$ cat src/rtl/uart_cmd_wrapper.sv
// Bridges the UART transceiver and the command processor: pairs received
// bytes (high first) into 16-bit commands and sends one-byte responses back.
module uart_cmd_wrapper #(
  parameter int unsigned BYTE_TIMEOUT = 1000000
) (
  input  logic        clk,
  input  logic        rst,
  input  logic        rx_rdy,
  input  logic [7:0]  rx_data,
  output logic        clr_rx_rdy,
  output logic [15:0] cmd,
  output logic        cmd_rdy,
  input  logic        clr_cmd_rdy,
  input  logic [7:0]  resp,
  input  logic        send_resp,
  output logic        resp_sent,
  output logic        trmt,
  output logic [7:0]  tx_data,
  input  logic        tx_done,
  output logic        frame_err
);

  localparam int unsigned TW = $clog2(BYTE_TIMEOUT);

  typedef enum logic {RX_HIGH = 1'b0, RX_LOW = 1'b1} rx_state_t;
  typedef enum logic {TX_IDLE = 1'b0, TX_BUSY = 1'b1} tx_state_t;

  rx_state_t rx_state, rx_next;
  tx_state_t tx_state, tx_next;

  logic [7:0]    hold, hold_d;
  logic [TW-1:0] timer, timer_d;
  logic [15:0]   cmd_d;
  logic          cmd_rdy_d;
  logic          frame_err_d;
  logic          trmt_d;
  logic          resp_sent_d;
  logic [7:0]    tx_data_d;
  logic          timeout;

  // Inter-byte timeout fires only while waiting for a low byte that has not arrived.
  assign timeout = (rx_state == RX_LOW) && !rx_rdy && (timer == TW'(BYTE_TIMEOUT - 1));

  // State and output registers for both paths.
  always_ff @(posedge clk) begin
    if (rst) begin
      rx_state  <= RX_HIGH;
      tx_state  <= TX_IDLE;
      hold      <= '0;
      timer     <= '0;
      cmd       <= '0;
      cmd_rdy   <= 1'b0;
      frame_err <= 1'b0;
      trmt      <= 1'b0;
      resp_sent <= 1'b0;
      tx_data   <= '0;
    end else begin
      rx_state  <= rx_next;
      tx_state  <= tx_next;
      hold      <= hold_d;
      timer     <= timer_d;
      cmd       <= cmd_d;
      cmd_rdy   <= cmd_rdy_d;
      frame_err <= frame_err_d;
      trmt      <= trmt_d;
      resp_sent <= resp_sent_d;
      tx_data   <= tx_data_d;
    end
  end

  // RX next-state: every valid byte advances; a timeout abandons the frame.
  always_comb begin
    rx_next = rx_state;
    case (rx_state)
      RX_HIGH: if (rx_rdy) rx_next = RX_LOW;
      RX_LOW:  if (rx_rdy || timeout) rx_next = RX_HIGH;
      default: rx_next = RX_HIGH;
    endcase
  end

  // RX outputs: byte consume strobe, holding reg, timer and command assembly.
  always_comb begin
    clr_rx_rdy  = 1'b0;
    hold_d      = hold;
    timer_d     = timer;
    cmd_d       = cmd;
    cmd_rdy_d   = cmd_rdy & ~clr_cmd_rdy;
    frame_err_d = 1'b0;
    case (rx_state)
      RX_HIGH: begin
        if (rx_rdy) begin
          clr_rx_rdy = 1'b1;
          hold_d     = rx_data;
          timer_d    = '0;
          cmd_rdy_d  = 1'b0;
        end
      end
      RX_LOW: begin
        if (rx_rdy) begin
          clr_rx_rdy = 1'b1;
          cmd_d      = {hold, rx_data};
          cmd_rdy_d  = 1'b1;
          hold_d     = '0;
          timer_d    = '0;
        end else if (timeout) begin
          frame_err_d = 1'b1;
          hold_d      = '0;
          timer_d     = '0;
        end else begin
          timer_d = timer + TW'(1);
        end
      end
      default: ;
    endcase
  end

  // TX next-state: one byte in flight at a time, no request queuing.
  always_comb begin
    tx_next = tx_state;
    case (tx_state)
      TX_IDLE: if (send_resp) tx_next = TX_BUSY;
      TX_BUSY: if (tx_done) tx_next = TX_IDLE;
      default: tx_next = TX_IDLE;
    endcase
  end

  // TX outputs: start pulse with latched byte, completion pulse on tx_done.
  always_comb begin
    trmt_d      = 1'b0;
    resp_sent_d = 1'b0;
    tx_data_d   = tx_data;
    case (tx_state)
      TX_IDLE: begin
        if (send_resp) begin
          trmt_d    = 1'b1;
          tx_data_d = resp;
        end
      end
      TX_BUSY: if (tx_done) resp_sent_d = 1'b1;
      default: ;
    endcase
  end

endmodule
$ cat config.mk
export PLATFORM = sky130hd
export DESIGN_NAME = uart_cmd_wrapper
export DESIGN_NICKNAME = d
export VERILOG_FILES = /design/src/rtl/uart_cmd_wrapper.sv
export SDC_FILE = /design/constraint.sdc
export NUM_CORES = 1
export LEC_CHECK = 0
export BUFFER_PORTS_ARGS = -buffer_cell sky130_fd_sc_hd__buf_2
export CAP_MARGIN = 15
export CORE_MARGIN = 1.5
export CORE_UTILIZATION = 30
export CTS_BUF_LIST = sky130_fd_sc_hd__clkbuf_8
export CTS_CLUSTER_DIAMETER = 200
export DETAILED_ROUTE_END_ITERATION = 16
export PLACE_DENSITY = 0.47
export SLEW_MARGIN = 10
export SYNTH_ARGS = -nofsm -noshare
export SYNTH_HDL_FRONTEND = slang
export SYNTH_SLANG_ARGS = --single-unit
$ cat constraint.sdc
create_clock -name clk -period 2 [get_ports clk]
set_clock_uncertainty 0.2 [all_clocks]
set_input_delay 0.2 -clock clk [delete_from_list [all_inputs] [get_ports clk]]
set_output_delay 0.2 -clock clk [all_outputs]
set_load 0.01 [all_outputs]
==> flow_metrics.tcl, run 1 <==
set metrics [dict create \
    p_int_w 0.001997 \
    comb_power_share_pct 7.7 \
    worst_ep_required_time_ps 2070 \
    via_per_inst 4.750 \
    busiest_layer "met2" \
    io_buffers 50 \
    crit_type "reg2reg" \
    yosys.area.top_type "dfxtp_1" \
    core_mm2 0.007370 \
    synth_top_family_by_area "simple AND/OR/NAND/NOR gates" \
    dpl-instance-area_mm2 0.002720 \
    hold_viol_final 0 \
    ys_warn_count 0 \
    p_leak_nw 1.259 \
    fin_crit_sh_pct 94.56 \
    grt_pass1_vias 2038 \
    rows 31 \
    synth_cell_types 43 \
    setup_viol 0 \
    fin_util_pct 42.48 \
    status "complete, no violations" \
    setup_tns_ps 0 \
    timing.rr.start "timer[7]" \
    synth_compound_area_share_pct 15.54 \
    fmax_ghz 0.5288 \
    rsz0062_at_grt "no" \
    fp.dieW_um 90.91 \
    grt_pass1_wl_mm 9.563 \
    grt_use_met1_pct 19.11 \
    ctsHtreeMaxLevel 3 \
    maxSlewHeadroom_pct 65.67 \
    drt_iter0_drc 76 \
    worst-path-max-fanout 7 \
    synth_mux_area_share_pct 0 \
    clock_sinks 58 \
    grt_use_met2_pct 21.68 \
    max-cap-violations 0 \
    area_growth_pct 35.02 \
    holdPathEnd "cmd_rdy" \
    num_vias 2147 \
    holdWs_ps 79.89 \
    holdPathStages 3 \
    synthesis.area_mm2 0.002318 \
    dp_hpwl_mm 4.000 \
    gp_congestion 0.8161 \
    routed_wl_mm 5.783 \
    routedWlPerCell_um 12.79 \
    r2r_end "timer[14]" \
    slew_violations 0 \
    ff2ff_path_depth 4 \
    grtUsageMet3_pct 5.976 \
    die_y_um 90.91 \
    start_util_pct 31.46 \
    ys_ff_latch 58 \
    clk_pin_slew_ps 60 \
    dieArea_mm2 0.008265 \
    grt_max_degree 18 \
    swShare_pct 21.47 \
    ys_seq_area_share_pct 50.08 \
    synth_simple_gate_area_share_pct 27.25 \
    final_area_mm2 0.003131 \
    end_kind "register" \
    cts_tree "yes" \
    dr.pass1.iters 4 \
    io_pins 51 \
    syn-num-nets 295 \
    p_clk_share_pct 44.8 \
    nFillCells 749 \
    synth_cells 272 \
    synthTopCellsByArea "dfxtp_1, nand2_1, a21oi_1" \
    hold_path.class "in2reg" \
    overflow 0 \
    worstPathArrival_ps 1960 \
    cp-start-kind "register" \
    tightest_slew_ps 513.9 \
    reg2reg_slack_ps 110 \
    synthAdderAreaFrac_pct 0.5397 \
    synthXorXnorAreaFrac_pct 3.400 \
    diodes 0 \
    switchingPower_w 0.0005461 \
    drive_gt1_share_pct 24.93 \
    period_needed_ps 1891 \
    powerDensity_mw_per_mm2 812.4 \
    synth-async-reset-ratio_pct 0 \
    antenna_found_initial 0 \
    worstHoldStart "rx_rdy" \
    clk_latency_ps 330 \
    cts_made_buffers 9 \
    irDropWorstVdd_mv 0.3563 \
    pwr-share-seq_pct 47.5 \
    ant_nets 0 \
    yosys_most_used_dff "dfxtp_1" \
    drc 0 \
    avgSynthCellArea_um2 8.524 \
    clock_path_buffers 2 \
    power.total_w 0.002543 \
    synth_edf_count 0 \
    clockRootBuffer "clkbuf_8" \
    grt.total_usage_pct 14.80 \
    finalNetCount 373 \
    synth_top_cell_area_share_pct 50.08 \
]
-- cell families after synthesis --
logic type,after synthesis
AND/OR/NAND/NOR,131
flip-flops,58
XOR/XNOR,9
AO/OA/AOI/OAI,57
buffers and inverters,16
adder cells (fa/ha/maj),1
-- sequential cells by signal, summed over array words and instances (netlist names) --
name,count
cmd_rdy,1
resp_sent,1
cmd,16
frame_err,1
hold,8
tx_state,1
rx_state,1
trmt,1
timer,20
tx_data,8
-- layout make-up --
| cell class | count | area (um^2) | share of cell area [%] |
|---|---|---|---|
| multi-input cells | 198 | 1097 | 35.05 |
| flip-flops and latches | 58 | 1161 | 37.09 |
| inverters | 1 | 3.754 | 0.1199 |
| clock buffers | 10 | 137.6 | 4.396 |
| well taps | 99 | 123.9 | 3.957 |
| clock inverters | 4 | 68.82 | 2.198 |
| repair buffers | 82 | 538.0 | 17.19 |
-- worst max-delay path, cell delays in order (launching register included) --
cell and delay (ps):
dfxtp_1 460, and4_4 310, nand4_1 210, or4_1 510
a21oi_1 140
-- through the flow --
stage	std cells	setup slack (ps)
CTS	452	79.87
floorplan	272	250.8
global route	452	12.14
global placement	419	142.0
finish	452	108.9
detailed placement	419	92.69
-- metal layers --
metal,share of wire (%),vias up
li1,-,1099
met3,6.6,10
met5,0,-
met2,43,56
met1,49,982
met4,1.5,0
-- Yosys cell counts, drive strengths merged (4+ instances only) --
library cell	number
nand2	71
and4	5
nor2	10
a22o	9
o21ai	8
a21oi	31
buf	5
dfxtp	58
clkbuf	10
xor2	6
nor3	4
nand3	13
nand4	7
-- cell usage in the layout (no fill, tap or decap), types with 4 or more instances in the layout --
cell           instances
a21oi_1               31
dfxtp_1               58
nand3_1               13
nor3_1                 4
buf_2                 50
a22o_1                 9
buf_4                 13
o21ai_0                7
clkbuf_8              10
xor2_1                 6
nand4_1                7
nor2_1                10
nand2_1               71
dlygate4sd3_1         19
-- worst max path at each step --
stage                   from        end  slack [ps]  cells past startpoint
floorplan           timer[6]  timer[14]         250                      6
global placement    timer[9]    hold[7]         140                      4
detailed placement  timer[6]  timer[14]          90                      5
CTS                 timer[6]  timer[14]          80                      5
global route        timer[7]  timer[13]          10                      5
finish              timer[7]  timer[14]         110                      4
-- power groups by stage --
stage	Clock [W]	Sequential, W	Combinational (W)
2_1_floorplan	0	0.00124	0.0000825
3_3_place_gp	0	0.00123	0.000169
3_5_place_dp	0	0.00123	0.000169
4_1_cts	0.00119	0.00121	0.000197
5_1_grt	0.00123	0.00121	0.000217
6_report	0.00114	0.00121	0.000196
-- timing repair --
action	4_1_cts	5_1_grt
buffers inserted	0	0
setup endpoints to repair	0	15
resized for setup	0	3
endpoints found under the hold margin	28	0
hold buffers	19	0
(Power assumes the default switching activity.)
==> run 2: changes to the inputs <==
--- a/config.mk
+++ b/config.mk
@@ -7,6 +7,7 @@
 export LEC_CHECK = 0
 export BUFFER_PORTS_ARGS = -buffer_cell sky130_fd_sc_hd__buf_2
 export CAP_MARGIN = 15
+export CORE_ASPECT_RATIO = 0.7
 export CORE_MARGIN = 1.5
 export CORE_UTILIZATION = 30
 export CTS_BUF_LIST = sky130_fd_sc_hd__clkbuf_8
==> run 2 against run 1 <==
  * Count of clock-buffer cells in the layout increased by 1
  * Cell count decreased by 0.22%
  * Largest power group unchanged
  * Clock power decreased by 4%
  * Critical path type is now in2reg
  * First-iteration DRC count increased by 37%
  * Via count decreased by 1.3%
==> flow_metrics.tcl, run 2 (same netlist as run 1, synthesis figures left out) <==
set metrics [dict create \
    met3WireLength_um 288 \
    nFillCells 731 \
    dieArea_mm2 0.008273 \
    cts_tree "yes" \
    status "complete, no violations" \
    gp_congestion 0.8318 \
    slowest_stage "dlygate4sd3_1" \
    cts_made_buffers 9 \
    grt.total_usage_pct 15.31 \
    largest_reg_flops 20 \
    fmax_ghz 0.5326 \
    clock_sinks 58 \
    rows 26 \
    worstPathArrival_ps 1950 \
    fin_crit_sh_pct 93.88 \
    routedWlPerCell_um 12.89 \
    p_leak_nw 1.243 \
    fin_cells 451 \
    dp_hpwl_mm 3.900 \
    grt_pass1_wl_mm 9.825 \
    end_kind "register" \
    fp.dieW_um 108.1 \
    dr.pass1.iters 4 \
    clockRootBuffer "clkbuf_8" \
    area_growth_pct 34.54 \
    clk_pin_slew_ps 70 \
    diodes 0 \
    crit_type "in2reg" \
    io_buffers 50 \
    core_mm2 0.007385 \
    finalNetCount 371 \
    routed-wl-met2_mm 2.340 \
    cp-start-kind "input pin" \
    max-cap-violations 0 \
    via_per_inst 4.698 \
    path_buf_inv 2 \
    largestRegisters "timer: 20 flops, cmd: 16 flops" \
    grt_max_degree 31 \
    place_inst 416 \
    setup_tns_ps 0 \
    worst-path-max-fanout 10 \
    drive_gt1_share_pct 26.06 \
    drt_iter0_drc 104 \
    worst_ep_required_time_ps 2070 \
    holdWs_ps 64.89 \
    grt_pass1_vias 1975 \
    drc 0 \
    regMostFlops "timer" \
    clk_latency_ps 330 \
    overflow 0 \
    hold_viol_final 0 \
    start_util_pct 31.40 \
    num_vias 2119 \
    clock_path_buffers 2 \
    rsz0062_at_grt "no" \
    tightest_slew_ps 531.2 \
    multi_input_area_mm2 0.001101 \
    irDropWorstVdd_mv 0.2914 \
    layout_common_cells "nand2_1, dfxtp_1, buf_2, a21oi_1, dlygate4sd3_1" \
    antenna_found_initial 0 \
    layout_commonest_cell "nand2_1" \
    path_delay_family "buffers and inverters" \
    highest_layer "met4" \
    maxSlewHeadroom_pct 64.51 \
    routed_wl_mm 5.814 \
    hold_path.class "in2reg" \
    powerDensity_mw_per_mm2 800.1 \
    dpl-instance-area_mm2 0.002704 \
    io_pins 51 \
    slew_violations 0 \
    setup_viol 0 \
    wl_met1_mm 3.088 \
    worstPathCellList "dlygate4sd3_1, buf_2, or2_2, a31oi_2, a22o_1" \
    seqCellArea_mm2 0.001164 \
    ant_nets 0 \
    critPathMaxStageDelay_ps 550 \
    period_needed_ps 1878 \
    ctsHtreeMaxLevel 3 \
    fin_util_pct 42.24 \
    final_area_mm2 0.003119 \
    die_y_um 76.55 \
]
==> run 2: report_power, final <==
part / total, W / internal, W / switching, W / leakage [nW]
Combinational: 0.000195 / 0.0000919 / 0.000103 / 0.667
Sequential: 0.00120 / 0.00119 / 0.0000163 / 0.472
Clock: 0.00110 / 0.000636 / 0.000460 / 0.103
==> run 2: through the flow <==
| step | total power, W | setup slack (ps) |
|---|---|---|
| 4_1_cts | 0.002532 | 37.76 |
| 3_5_place_dp | 0.001398 | 65.21 |
| 5_1_grt | 0.002616 | 2.773 |
| 2_1_floorplan | 0.001322 | 250.8 |
| 3_3_place_gp | 0.001396 | 84.36 |
| 6_report | 0.002496 | 122.4 |
==> run 2: metal layers <==
metal	up-vias	track usage, %
met3	8	4.448
met4	0	6.316
li1	1097	-
met1	961	22.09
met5	-	0
met2	53	21.01
==> run 2: path summary, 6_finish.rpt <==
check                               from   endpoint  slack [ps]  cells past startpoint
worst max register to register  timer[6]  timer[14]         130                      4
worst min-delay path              rx_rdy    cmd_rdy          60                      3
worst min register to register   cmd[11]    cmd[11]         250                      2
worst max-delay path                 rst    hold[0]         120                      5
==> run 2: final cells by class <==
class                      instances  share of cell area (%)
clock inverter                     5                   1.725
clock buffer                      11                   4.854
timing repair buffer              80                   16.77
multi-input combinational        198                   35.30
sequential                        58                   37.30
inverter                           1                  0.1203
tap                               98                   3.931
==> run 2: worst register-to-register path: cells and delay by family (launching register included) <==
| family | cells | cell delay [ps] |
|---|---|---|
| flip-flops | 1 | 430 |
| AND/OR/NAND/NOR | 3 | 1040 |
| AO/OA/AOI/OAI | 1 | 140 |
==> run 2: what timing repair did <==
item,CTS,global route
resized for setup,0,7
setup endpoints to repair,0,16
setup buffers,0,0
endpoints found under the hold margin,28,0
hold buffers,19,0
==> run 3: changes to the inputs <==
--- a/config.mk
+++ b/config.mk
@@ -13,6 +13,7 @@
 export CTS_BUF_LIST = sky130_fd_sc_hd__clkbuf_8
 export CTS_CLUSTER_DIAMETER = 200
 export DETAILED_ROUTE_END_ITERATION = 16
+export GPL_TIMING_DRIVEN = 0
 export PLACE_DENSITY = 0.47
 export SLEW_MARGIN = 10
 export SYNTH_ARGS = -nofsm -noshare
==> run 3 against run 2 <==
  * Cell count rose by 1.1%
  * Count of clock-buffer cells in the layout rose by 3
  * Power fell by 1.8%
  * Critical path depth rose by 1
  * Routed wire length rose by 4.8%
  * Highest routed layer unchanged
==> flow_metrics.tcl, run 3 (same netlist as run 1, synthesis figures left out) <==
set metrics [dict create \
    routedWlPerCell_um 13.37 \
    max-cap-violations 0 \
    crit_type "reg2reg" \
    layout_commonest_cell "nand2_1" \
    irDropWorstVdd_mv 0.3535 \
    seqCellArea_mm2 0.001165 \
    via_per_inst 4.649 \
    clk_latency_ps 340 \
    grt.total_usage_pct 16.15 \
    io_buffers 50 \
    holdPathStages 3 \
    worstHoldStart "rx_rdy" \
    clockRootBuffer "clkbuf_8" \
    antenna_found_initial 0 \
    clock_sinks 58 \
    maxSlewHeadroom_pct 62.26 \
    fmax_ghz 0.5095 \
    worst-path-max-fanout 6 \
    largestRegisters "timer: 20 flops, cmd: 16 flops" \
    drive_gt1_share_pct 24.02 \
    powerDensity_mw_per_mm2 785.1 \
    period_needed_ps 1963 \
    io_pins 51 \
    ant_nets 0 \
    grt_max_degree 11 \
    grt_pass1_wl_mm 10.18 \
    cts_tree "yes" \
    pre_cts_ws_ps 19.36 \
    setup_viol 0 \
    p_leak_nw 1.233 \
    ff2ff_path_depth 6 \
    fin_cells 456 \
    die_y_um 76.55 \
    pwr-share-seq_pct 49.2 \
    p_clk_share_pct 42.9 \
    slew_violations 0 \
    overflow 0 \
    worst_ep_required_time_ps 2000 \
    rows 26 \
    clk_pin_slew_ps 60 \
    largest_reg_flops 20 \
    place_inst 420 \
    reg2reg_slack_ps 40 \
    grt_pass1_vias 2057 \
    fin_crit_sh_pct 98.13 \
    layout_common_cells "nand2_1, dfxtp_1, buf_2, a21oi_1, dlygate4sd3_1" \
    comb_power_share_pct 7.9 \
    swShare_pct 22.82 \
    nFillCells 762 \
    drc 0 \
    area_growth_pct 34.65 \
    fp.dieW_um 108.1 \
    worstPathArrival_ps 1960 \
    status "complete, no violations" \
    multi_input_area_mm2 0.001111 \
    finalNetCount 376 \
    p_int_w 0.001892 \
    tightest_slew_ps 566.1 \
    num_vias 2120 \
    drt_iter0_drc 131 \
    cts_made_buffers 9 \
    routed_wl_mm 6.095 \
    regMostFlops "timer" \
    dr.pass1.iters 4 \
    core_mm2 0.007385 \
    worst_slack_ps 37.45 \
    hold_viol_final 0 \
    ctsHtreeMaxLevel 3 \
    setup_tns_ps 0 \
    dp_hpwl_mm 4.151 \
    gp_congestion 0.7664 \
    diodes 0 \
    hold_path.class "in2reg" \
    switchingPower_w 0.0005593 \
    start_util_pct 31.40 \
    holdPathEnd "cmd_rdy" \
    clock_path_buffers 2 \
    r2r_end "timer[14]" \
    end_kind "register" \
    dieArea_mm2 0.008273 \
    cp-start-kind "register" \
    timing.rr.start "timer[19]" \
]
run 3: cell types whose count changed in the layout (fill, tap and decap cells not counted), sizes merged:
cell	delta
clkinvlp	-2
clkbuf	+13
buf	-5
bufinv	-1
run 3: critical path: stages, from the launching register on:
cell and delay [ps]:
dfxtp_1 380, nor4bb_2 380, and4_1 220, buf_2 180
o2bb2a_1 230, o21ai_0 140, a21oi_1 80
run 3: power by group through the flow:
stage	Combinational (W)	Sequential [W]	Clock, W
6_report	0.000194	0.00121	0.00105
5_1_grt	0.000218	0.00121	0.00115
4_1_cts	0.000195	0.00121	0.00109
3_5_place_dp	0.000167	0.00123	0
3_3_place_gp	0.000166	0.00123	0
2_1_floorplan	0.0000825	0.00124	0
run 3: final cells by class:
cell class | instances | area share, %
Tap cell | 98 | 3.928
Buffer | 15 | 2.244
Clock inverter | 2 | 0.2806
Sequential cell | 58 | 37.31
Clock buffer | 14 | 6.172
Inverter | 1 | 0.1202
Multi-Input combinational cell | 198 | 35.59
Timing Repair Buffer | 70 | 14.35
run 3: per-layer routing:
| metal | wire length, um | part of all wire (%) | global-route usage [%] |
|---|---|---|---|
| met4 | 99 | 1.6 | 7.105 |
| met1 | 3178 | 52 | 22.34 |
| met3 | 359 | 5.9 | 5.304 |
| met5 | 0 | 0 | 0 |
| met2 | 2458 | 40 | 22.66 |
run 3: repair_timing:
action                                  in CTS  in global routing
resized for setup                            0                  8
hold endpoints to repair                    28                  0
setup buffers                                0                  1
hold buffers                                19                  0
endpoints found under the setup margin       0                 16
run 3: worst max-delay path by stage:
stage / start / endpoint / slack (ps) / depth (start not counted)
floorplan: timer[6] / timer[14] / 250 / 6
global placement: timer[13] / hold[7] / 10 / 5
detailed placement: rx_rdy / timer[19] / 20 / 7
CTS: timer[13] / hold[7] / 10 / 5
global route: timer[19] / timer[14] / -60 / 6
finish: timer[19] / timer[14] / 40 / 6
run 3: through the flow:
stage / hold slack [ps] / cell area, um^2 / power, W / utilization (%)
global route: 78.68 / 3122 / 0.002580 / 42.27
global placement: 239.1 / 2691 / 0.001398 / 36.45
detailed placement: 240.6 / 2691 / 0.001398 / 36.45
floorplan: 132.9 / 2318 / 0.001322 / -
finish: 56.16 / 3122 / 0.002451 / 42.27
CTS: 43.95 / 3083 / 0.002493 / 41.75
